$ cat src/rtl/calc2_port_responder.sv
// calc2 device-side responder: captures two-cycle requests, evaluates
// add/sub/shl/shr and returns the result after a fixed pipeline latency.
module calc2_port_responder #(
    parameter int unsigned LATENCY   = 3,
    parameter bit          TAG_CHECK = 1'b1
) (
    input  logic        c_clk,
    input  logic        reset,
    input  logic [3:0]  req_cmd_in,
    input  logic [31:0] req_data_in,
    input  logic [1:0]  req_tag_in,
    output logic [1:0]  out_resp,
    output logic [31:0] out_data,
    output logic [1:0]  out_tag,
    output logic        busy
);

    typedef enum logic {
        IDLE = 1'b0,
        OP2  = 1'b1
    } state_t;

    localparam logic [1:0] RESP_NONE = 2'd0;
    localparam logic [1:0] RESP_OK   = 2'd1;
    localparam logic [1:0] RESP_ERR  = 2'd2;

    state_t state_q, state_d;
    logic   capture, push;

    logic [3:0]  cap_cmd;
    logic [31:0] cap_op1;
    logic [1:0]  cap_tag;

    logic [3:0]  pending;
    logic [3:0]  clr_mask, set_mask;
    logic        tag_err;

    logic [32:0] sum;
    logic [1:0]  res_resp, fin_resp;
    logic [31:0] res_data, fin_data;

    logic [LATENCY-1:0] st_valid;
    // st_own marks responses whose request set a pending bit; only those may clear it
    logic [LATENCY-1:0] st_own;
    logic [1:0]         st_resp [LATENCY];
    logic [31:0]        st_data [LATENCY];
    logic [1:0]         st_tag  [LATENCY];

    always_comb begin
        state_d = state_q;
        capture = 1'b0;
        push    = 1'b0;
        case (state_q)
            IDLE: begin
                if (req_cmd_in != 4'd0) begin
                    capture = 1'b1;
                    state_d = OP2;
                end
            end
            OP2: begin
                push    = 1'b1;
                state_d = IDLE;
            end
        endcase
    end

    always_comb begin
        sum      = {1'b0, cap_op1} + {1'b0, req_data_in};
        res_resp = RESP_ERR;
        res_data = 32'd0;
        case (cap_cmd)
            4'd1: begin
                if (!sum[32]) begin
                    res_resp = RESP_OK;
                    res_data = sum[31:0];
                end
            end
            4'd2: begin
                if (req_data_in <= cap_op1) begin
                    res_resp = RESP_OK;
                    res_data = cap_op1 - req_data_in;
                end
            end
            4'd5: begin
                res_resp = RESP_OK;
                res_data = cap_op1 << req_data_in[4:0];
            end
            4'd6: begin
                res_resp = RESP_OK;
                res_data = cap_op1 >> req_data_in[4:0];
            end
            default: begin
                res_resp = RESP_ERR;
                res_data = 32'd0;
            end
        endcase
    end

    // A tag being presented on this same edge is already free for reuse.
    always_comb begin
        clr_mask = (st_valid[LATENCY-1] && st_own[LATENCY-1]) ?
                   (4'b0001 << st_tag[LATENCY-1]) : 4'b0000;
        tag_err  = TAG_CHECK && pending[cap_tag] && !clr_mask[cap_tag];
        set_mask = (push && !tag_err) ? (4'b0001 << cap_tag) : 4'b0000;
        fin_resp = tag_err ? RESP_ERR : res_resp;
        fin_data = tag_err ? 32'd0 : res_data;
    end

    always_ff @(posedge c_clk or posedge reset) begin
        if (reset) begin
            state_q  <= IDLE;
            cap_cmd  <= 4'd0;
            cap_op1  <= 32'd0;
            cap_tag  <= 2'd0;
            pending  <= 4'd0;
            st_valid <= '0;
            st_own   <= '0;
            for (int i = 0; i < LATENCY; i++) begin
                st_resp[i] <= RESP_NONE;
                st_data[i] <= 32'd0;
                st_tag[i]  <= 2'd0;
            end
            out_resp <= RESP_NONE;
            out_data <= 32'd0;
            out_tag  <= 2'd0;
        end else begin
            state_q <= state_d;
            if (capture) begin
                cap_cmd <= req_cmd_in;
                cap_op1 <= req_data_in;
                cap_tag <= req_tag_in;
            end
            pending <= (pending & ~clr_mask) | set_mask;

            for (int i = LATENCY - 1; i > 0; i--) begin
                st_valid[i] <= st_valid[i-1];
                st_own[i]   <= st_own[i-1];
                st_resp[i]  <= st_resp[i-1];
                st_data[i]  <= st_data[i-1];
                st_tag[i]   <= st_tag[i-1];
            end
            st_valid[0] <= push;
            st_own[0]   <= push && !tag_err;
            st_resp[0]  <= push ? fin_resp : RESP_NONE;
            st_data[0]  <= push ? fin_data : 32'd0;
            st_tag[0]   <= push ? cap_tag : 2'd0;

            out_resp <= st_valid[LATENCY-1] ? st_resp[LATENCY-1] : RESP_NONE;
            out_data <= (st_valid[LATENCY-1] && st_resp[LATENCY-1] == RESP_OK) ?
                        st_data[LATENCY-1] : 32'd0;
            out_tag  <= st_valid[LATENCY-1] ? st_tag[LATENCY-1] : 2'd0;
        end
    end

    assign busy = |st_valid;

endmodule

$ cat config.mk
export PLATFORM = sky130hd
export DESIGN_NAME = calc2_port_responder
export DESIGN_NICKNAME = d
export VERILOG_FILES = /design/src/rtl/calc2_port_responder.sv
export SDC_FILE = /design/constraint.sdc
export NUM_CORES = 1
export LEC_CHECK = 0
export ABC_AREA = 1
export CORE_MARGIN = 1
export CORE_UTILIZATION = 62
export DETAILED_ROUTE_END_ITERATION = 12
export PLACE_DENSITY = 0.86
export SLEW_MARGIN = 15
export SYNTH_ARGS = -nofsm -noshare
export SYNTH_HDL_FRONTEND = slang
export SYNTH_SLANG_ARGS = --single-unit
$ cat constraint.sdc
create_clock -name c_clk -period 7.2 [get_ports c_clk]
set_input_delay 1.08 -clock c_clk [delete_from_list [all_inputs] [get_ports c_clk]]
set_output_delay 1.08 -clock c_clk [all_outputs]
set_load 0.03 [all_outputs]
# Word level (Yosys, flattened, before mapping)
# Cells that the tools add are included.
dict set report classes {
  n_addsub 2
  n_lt_le_gt_ge 2
  n_eq_ne 5
  n_shift 4
  n_mux 24
  bitwise_logic 4
  reduce_logical 9
}
# operator n
set op_table {}
lappend op_table {{2-to-1 mux 32 bit} 5}
lappend op_table {{one-hot mux 32 bit (4 select lines)} 1}
lappend op_table {{adder 32 x 32 -> 33 bit} 1}
lappend op_table {{<= comparator 32 bit} 1}
lappend op_table {{left shift 32 x 5 -> 32 bit} 1}
lappend op_table {{>> shifter 32 x 5 -> 32 bit} 1}
lappend op_table {{subtractor 32 bit} 1}
lappend op_table {{2-to-1 mux 2 bit} 7}
lappend op_table {{equality test 4 x 3 -> 1 bit (second input constant)} 2}
lappend op_table {{2-to-1 mux 4 bit} 2}
lappend op_table {{left shift 1 x 2 -> 4 bit (first input constant)} 2}
lappend op_table {{one-hot mux 2 bit (3 select lines)} 1}
lappend op_table {{2-to-1 mux 1 bit} 5}
lappend op_table {{AND 4 bit} 1}
lappend op_table {{binary-select mux 1 bit (select 2 bit)} 2}
lappend op_table {{equality test 4 x 1 -> 1 bit (second input constant)} 1}
lappend op_table {{equality test 4 x 2 -> 1 bit (second input constant)} 1}
lappend op_table {{logical AND 1 bit} 4}
lappend op_table {{NOT 4 bit} 1}
lappend op_table {{bitwise OR 4 bit} 1}
lappend op_table {{nonzero test 4 bit} 1}
lappend op_table {{< comparator 2 x 3 -> 1 bit (second input constant)} 1}
lappend op_table {{OR reduction 3 bit} 1}
lappend op_table {{equality test 2 x 1 -> 1 bit (second input constant)} 1}
lappend op_table {{4 further kinds} 5}
dict set report totals {
  regBits 193
  elab_cells 69
}

# Depth between registers and ports, before layout
# Gate-level depths: netlist of the first run.
dict set report logic_depth {
  word_depth 10
  mapped_depth 21
  ltp_nobuf 17
}

# Least setup slack after synthesis of the first run
# No wires, ideal clock.
dict set report synth_timing {
  path_kind {input port to flip-flop}
  from {in req_data_in[3]}
  to {reg st_data[78] in the netlist's numbering}
  setup_ps 113
  t_arrival_ps 3208
  setup_slack_ps 3879
  stages 20
  cell_sequence {inv_1 clkbuf_1 buf_1 ha_1 nor2_1 nand2_1 nand2_2 nand2_2 nand2_2 nand2_2 nand2_2 nand2_2 nand2_2 nor2_4 buf_6 buf_12 nand2_2 nand3_2 nand2_1 inv_1}
}
dict set report synth_between {
  elab_chain_cells 5
  elab_cells_between_ends 10
}
# item line
set synth_rtl {}
lappend synth_rtl {{start, declared} 10} ;# input logic [31:0] req_data_in,
lappend synth_rtl {{subtractor 32 bit, or another cell as far along} 81} ;# res_data = cap_op1 - req_data_in;
lappend synth_rtl {{2-to-1 mux 32 bit (on tied branches)} {79, 73}}
lappend synth_rtl {{one-hot mux 32 bit (4 select lines) *} 71} ;# case (cap_cmd)
lappend synth_rtl {{2-to-1 mux 32 bit *} 106} ;# fin_data = tag_err ? 32'd0 : res_data;
lappend synth_rtl {{2-to-1 mux 32 bit *} 145} ;# st_data[0] <= push ? fin_data : 32'd0;
lappend synth_rtl {{end signal, assigned by index} 139} ;# st_data[i] <= st_data[i-1];
lappend synth_rtl {{end, declared} 46} ;# logic [31:0] st_data [LATENCY];
# Mark *: on every way between the ends. The rest lies on a longest branch, timed or not.
# A chain may end at the register's enable or synchronous reset.

# Worst setup path in the final report of the first run
dict set report layout_timing {
  from {in req_data_in[3]}
  to {reg st_data[69] in the netlist's numbering}
}
# Same word-level chain as after synthesis.

==> impl_metrics.tcl, run 1 <==
set metrics [dict create \
    clockRootBuffer "clkbuf_16" \
    synth_fp_nets 2493 \
    setup_violations 0 \
    synthFlopType "dfrtp_1" \
    synth_top_area_share 0.3243 \
    synth.most_common_cell "nand2_1" \
    regToRegSetupSlack_ps 3830 \
    cts_setup_buffers 0 \
    cts_tree "done" \
    core_um2 23540 \
    synth.distinct_cells 46 \
    drc 0 \
    ys_ff_latch 193 \
    vdd_drop_max_uv 163.0 \
    clock_path_buffers 2 \
    drt-initial-drc-count 1840 \
    rsz0062_at_grt "false" \
    fmax_mhz 233.7 \
    post-route-period-util 0.5944 \
    gr-total-overflow 0 \
    fin_ws_ps 2921 \
    setup_tns_ps 0 \
    r2r-start "cap_op1[19]" \
    netlist_instances 2386 \
    path_cells "buf_2, buf_4, clkinv_1, buf_4, ha_1, inv_2, a21oi_2, nand2_2, nand2_2, nand2_2, nand2_2, nand2_2, nand2_2, nand2_2, nor2_4, nand2_1, nand3_1, nand2_1, inv_1" \
    regToRegEndpoint "st_data[69]" \
    grt_max_degree 145 \
    fp.dieH_um 157.0 \
    synth_edf_count 0 \
    worstMarginPinSlew_ps 1134 \
    cellPowerDensity_nw_per_um2 270.7 \
    die_area_um2 24640 \
    routedWlPerCell_um 19.42 \
    grt_pass1_vias 14480 \
    maxCapViolations 0 \
    fin_nets 2506 \
    path_max_fanout 66 \
    status "finished, final reports clean" \
    syn_to_final_growth_pct 9.739 \
    drt-pass1-iter-count 6 \
    stdcell_count 2733 \
    vias 15790 \
    place_congestion 1.051 \
    viasPerCell 5.779 \
    synth_area_leaders "dfrtp_1, nand2_1, inv_1" \
    ant_nets 0 \
    dp_hpwl_um 40050 \
    slowest_stage "nor2_4" \
    gr-usage-all-layers 0.4444 \
    yosys_warnings 0 \
    fin_crit_ps 4279 \
    worstPathRequired_ps 7580 \
    pre_cts_slack_ps 2635 \
    numPortBuffers 76 \
    finalMaxSlewViolations 0 \
    syn_area_um2 14890 \
    min_path_type "flip-flop to flip-flop" \
    holdPathEnd "st_data[17]" \
    num_rows 56 \
    cts_inserted_buffers 17 \
    min_from "st_data[49]" \
    yosys.area.top_type "dfrtp_1" \
    grt_pass1_wl_um 81080 \
    start_util 0.6325 \
    p_leak_nw 9.212 \
    clk_pin_slew_worst_paths_ps 80 \
    max_stage_delay_ps 740 \
    die_w_um 157.0 \
    skew_ps 17.41 \
    clk_latency_ps 460 \
    synth_common_cells "nand2_1, inv_1, nor2_1" \
    htreeDepth 4 \
    antenna_found_initial 1 \
    crit_top_cell "nand2_2" \
    min_delay_path_depth 0 \
    crit_arrival_ps 4660 \
    r2r_cells 13 \
    routed_wl_um 53090 \
    slew_headroom 0.2443 \
    total_power_mw 4.423 \
    holdBufCountCts 0 \
    fin_hold_ws_ps 346.7 \
    worstSetupPathType "primary input to flip-flop" \
    boundaryPins 77 \
    post_cts_resized 0 \
    critical_path.endpoint_type "flip-flop" \
    yosysSeqAreaShare 0.3243 \
    finalHoldViolations 0 \
    clkSinkCount 193 \
    avgSynthCellArea_um2 6.241 \
    cp-start-kind "primary input" \
    drive_gt1_frac 0.04851 \
    synthArstFlopShare 1.000 \
    dp_cells 2699 \
]
## state kept, by name, summed over array words and instances (netlist names), 3 cells and up
name / flops
st_data: 96
cap_op1: 32
out_data: 32
st_resp: 6
st_tag: 6
cap_cmd: 4
pending: 4
st_own: 3
st_valid: 3
## where the power goes
part           internal, mW  switching, mW  leakage (nW)
combinational         0.588           1.47          6.32
clock                 0.484          0.524         0.302
sequential             1.19          0.165          2.59
total                  2.26           2.16          9.21
## critical path, delay by kind of cell
family,cells,cell delay [ps]
AO/OA/AOI/OAI,1,140
adder cells (fa/ha/maj),1,520
AND/OR/NAND/NOR,11,1600
buffers and inverters,6,1290
## final cells by class
cell class                 instances  area (um2)
multi-input combinational       1718        8203
antenna                            2       5.005
inverter                         380        1434
clock inverter                    14       187.7
sequential                       193        4830
clock buffer                      18       439.2
timing repair buffer              89       843.3
tap                              319       399.1
fill                            2077        7202
## metal layers
layer	wire length, um	part of all wire	GRT usage
met4	4142	0.078	0.3077
met5	13	0.00024	0.006211
met2	22580	0.43	0.6762
met3	5425	0.10	0.09747
met1	20930	0.39	0.5630
## through the flow
step | cell area [um2] | util
after global routing | 16340 | 0.6939
after CTS | 16340 | 0.6939
final | 16340 | 0.6941
after global placement | 15710 | 0.6673
after floorplan | 14890 | -
after detailed placement | 15710 | 0.6673
## placed cells by master (no fill, tap or decap), drive strengths merged, types with 5 or more instances in the layout
cell type      instances
xor2                  19
o21bai                 7
o21a                   5
nor2                 273
o21ai                 73
clkinv                12
clkdlybuf4s50         73
a21oi                 80
dfrtp                193
mux2i                  5
nand3                276
a21boi                 5
nand4                 20
nor3                  15
buf                   16
o31ai                  8
inv                  382
o211ai                23
nand2                820
clkbuf                18
ha                    65
and2                   9
## how the worst max path moves through the flow
stage / to / from
5_1_grt: st_data[69] / req_data_in[3]
2_1_floorplan: cap_cmd[0] / reset
6_report: st_data[69] / req_data_in[3]
3_5_place_dp: st_data[81] / req_data_in[3]
4_1_cts: st_data[69] / req_data_in[3]
3_3_place_gp: st_data[92] / req_data_in[3]
## cells by family (layout without fill, tap and decap cells)
family | count (synthesis) | after routing | share of synthesized area
buffers and inverters | 475 | 501 | 0.1255
AND/OR/NAND/NOR | 1424 | 1424 | 0.3997
XOR/XNOR | 20 | 20 | 0.01176
flip-flops | 193 | 193 | 0.3243
AO/OA/AOI/OAI | 202 | 202 | 0.07806
adder cells (fa/ha/maj) | 67 | 67 | 0.05731
multiplexers | 5 | 5 | 0.003361
other | 0 | 2 | 0
(Power assumes the default switching activity.)
==> run 2: changes to the inputs <==
- CORE_UTILIZATION: 62 -> 56
- PLACE_DENSITY: 0.86 -> 0.82
- clock period: 7.2 -> 3.7 ns (I/O delays scaled with it)
==> impl_metrics.tcl, run 2 (synthesized netlist as in run 1, its figures left out) <==
set metrics [dict create \
    status "finished, final reports clean" \
    min_path_type "flip-flop to flip-flop" \
    grt_max_degree 81 \
    cts_inserted_buffers 17 \
    rsz0062_at_grt "false" \
    syn_to_final_growth_pct 11.20 \
    critical_path.endpoint_type "flip-flop" \
    drt-initial-drc-count 1804 \
    routed_wl_um 51260 \
    cellInternalPower_mw 4.427 \
    fin_hold_ws_ps 339.3 \
    setup_violations 0 \
    pwr-share-comb 0.474 \
    utilization 0.6354 \
    vias 15260 \
    clockRootBuffer "clkbuf_16" \
    holdBufCountCts 0 \
    clk_latency_ps 450 \
    largest_register_ffs 96 \
    dr.max_layer_used "met5" \
    clkSinkCount 193 \
    finalHoldViolations 0 \
    met2WireLength_um 23180 \
    numPortBuffers 76 \
    path_max_fanout 42 \
    worstPathRequired_ps 4020 \
    drt-pass1-iter-count 8 \
    viasPerCell 5.505 \
    die_area_um2 27250 \
    regMostFlops "st_data" \
    finalMaxSlewViolations 0 \
    cts_tree "done" \
    reg_top3 "st_data x96, cap_op1 x32, out_data x32" \
    gr-usage-all-layers 0.3847 \
    fin_ws_ps 686.7 \
    crit_arrival_ps 3340 \
    maxCapViolations 0 \
    power.share.clock 0.220 \
    core_um2 26060 \
    worstMarginPinSlew_ps 922.6 \
    slew_headroom 0.3836 \
    antenna_found_initial 5 \
    vdd_drop_max_uv 342.5 \
    post-route-period-util 0.8144 \
    sw_frac_of_total 0.4840 \
    seqPwrFrac 0.306 \
    fmax_mhz 331.9 \
    p_sw_mw 4.152 \
    drt-met1-wl_um 20660 \
    num_rows 59 \
    cts_setup_buffers 0 \
    drc 0 \
    dp_hpwl_um 40650 \
    start_util 0.5714 \
    htreeDepth 4 \
    die_w_um 165.1 \
    skew_ps 21.95 \
    p_leak_nw 9.333 \
    cellPowerDensity_nw_per_um2 518.1 \
    fin_nets 2530 \
    clock_path_buffers 2 \
    wl_met3_um 4518 \
    grt_pass1_wl_um 77540 \
    total_power_mw 8.579 \
    pre_cts_slack_ps 341.0 \
    setup_tns_ps 0 \
    post_cts_resized 0 \
    final_cell_mix "nand2_1, inv_1, nor2_1, nand3_1, dfrtp_1" \
    grt_pass1_vias 13770 \
    fin_crit_ps 3013 \
    cp-start-kind "primary input" \
    drive_gt1_frac 0.05749 \
    routedWlPerCell_um 18.50 \
    place_congestion 1.069 \
    gr-total-overflow 0 \
    clk_pin_slew_worst_paths_ps 80 \
    fp.dieH_um 165.1 \
    final_common_cell "nand2_1" \
    ant_nets 0 \
    worstSetupPathType "primary input to flip-flop" \
    boundaryPins 77 \
]
-- run 2: worst paths after layout --
path / cells after the start / slack (ps) / startpoint / end
min reg2reg: 0 / 340 / st_data[51] / st_data[19]
min in group asynchronous: 2 / 670 / reset / out_tag[0]
max in group asynchronous: 3 / 2260 / reset / st_data[77]
max: 13 / 690 / req_data_in[0] / st_data[77]
min: 0 / 340 / st_data[51] / st_data[19]
max reg2reg: 12 / 870 / cap_op1[25] / st_data[85]
-- run 2: power groups by stage --
stage	registers (mW)	clock network, mW	logic, mW
floorplan	2.51	0	2.78
global placement	2.65	0	3.91
detailed placement	2.66	0	3.94
CTS	2.62	1.91	3.96
global route	2.64	1.98	4.47
finish	2.63	1.88	4.07
-- run 2: critical path, cell delays in order --
cell and delay, ps:
clkdlybuf4s50_1 560, buf_4 340, nand2_1 150, a21boi_0 400
nand2_1 120, nand3_1 130, o21ai_0 170, nor2_1 170
nor2_1 50, nor2_1 380, nand3_2 160, nand2_1 100
inv_1 40
-- run 2: final cells by class --
class	instances	area, um2
Fill cell	2444	9500
Multi-Input combinational cell	1718	8203
Sequential cell	193	4830
Inverter	380	1430
Timing Repair Buffer	113	1086
Clock buffer	17	425.4
Tap cell	335	419.2
Clock inverter	14	162.7
Antenna cell	1	2.502
-- run 2: layer usage --
| layer | GRT usage | vias to the layer above |
|---|---|---|
| met5 | 0 | - |
| met4 | 0.2002 | 6 |
| met3 | 0.07193 | 123 |
| met2 | 0.6194 | 756 |
| met1 | 0.4903 | 6916 |
| li1 | - | 7454 |
-- run 2: metrics by stage --
stage | cells | instance area, um2
detailed placement | 2739 | 15970
global route | 2771 | 16560
finish | 2771 | 16560
floorplan | 2386 | 14890
CTS | 2770 | 16560
global placement | 2739 | 15970
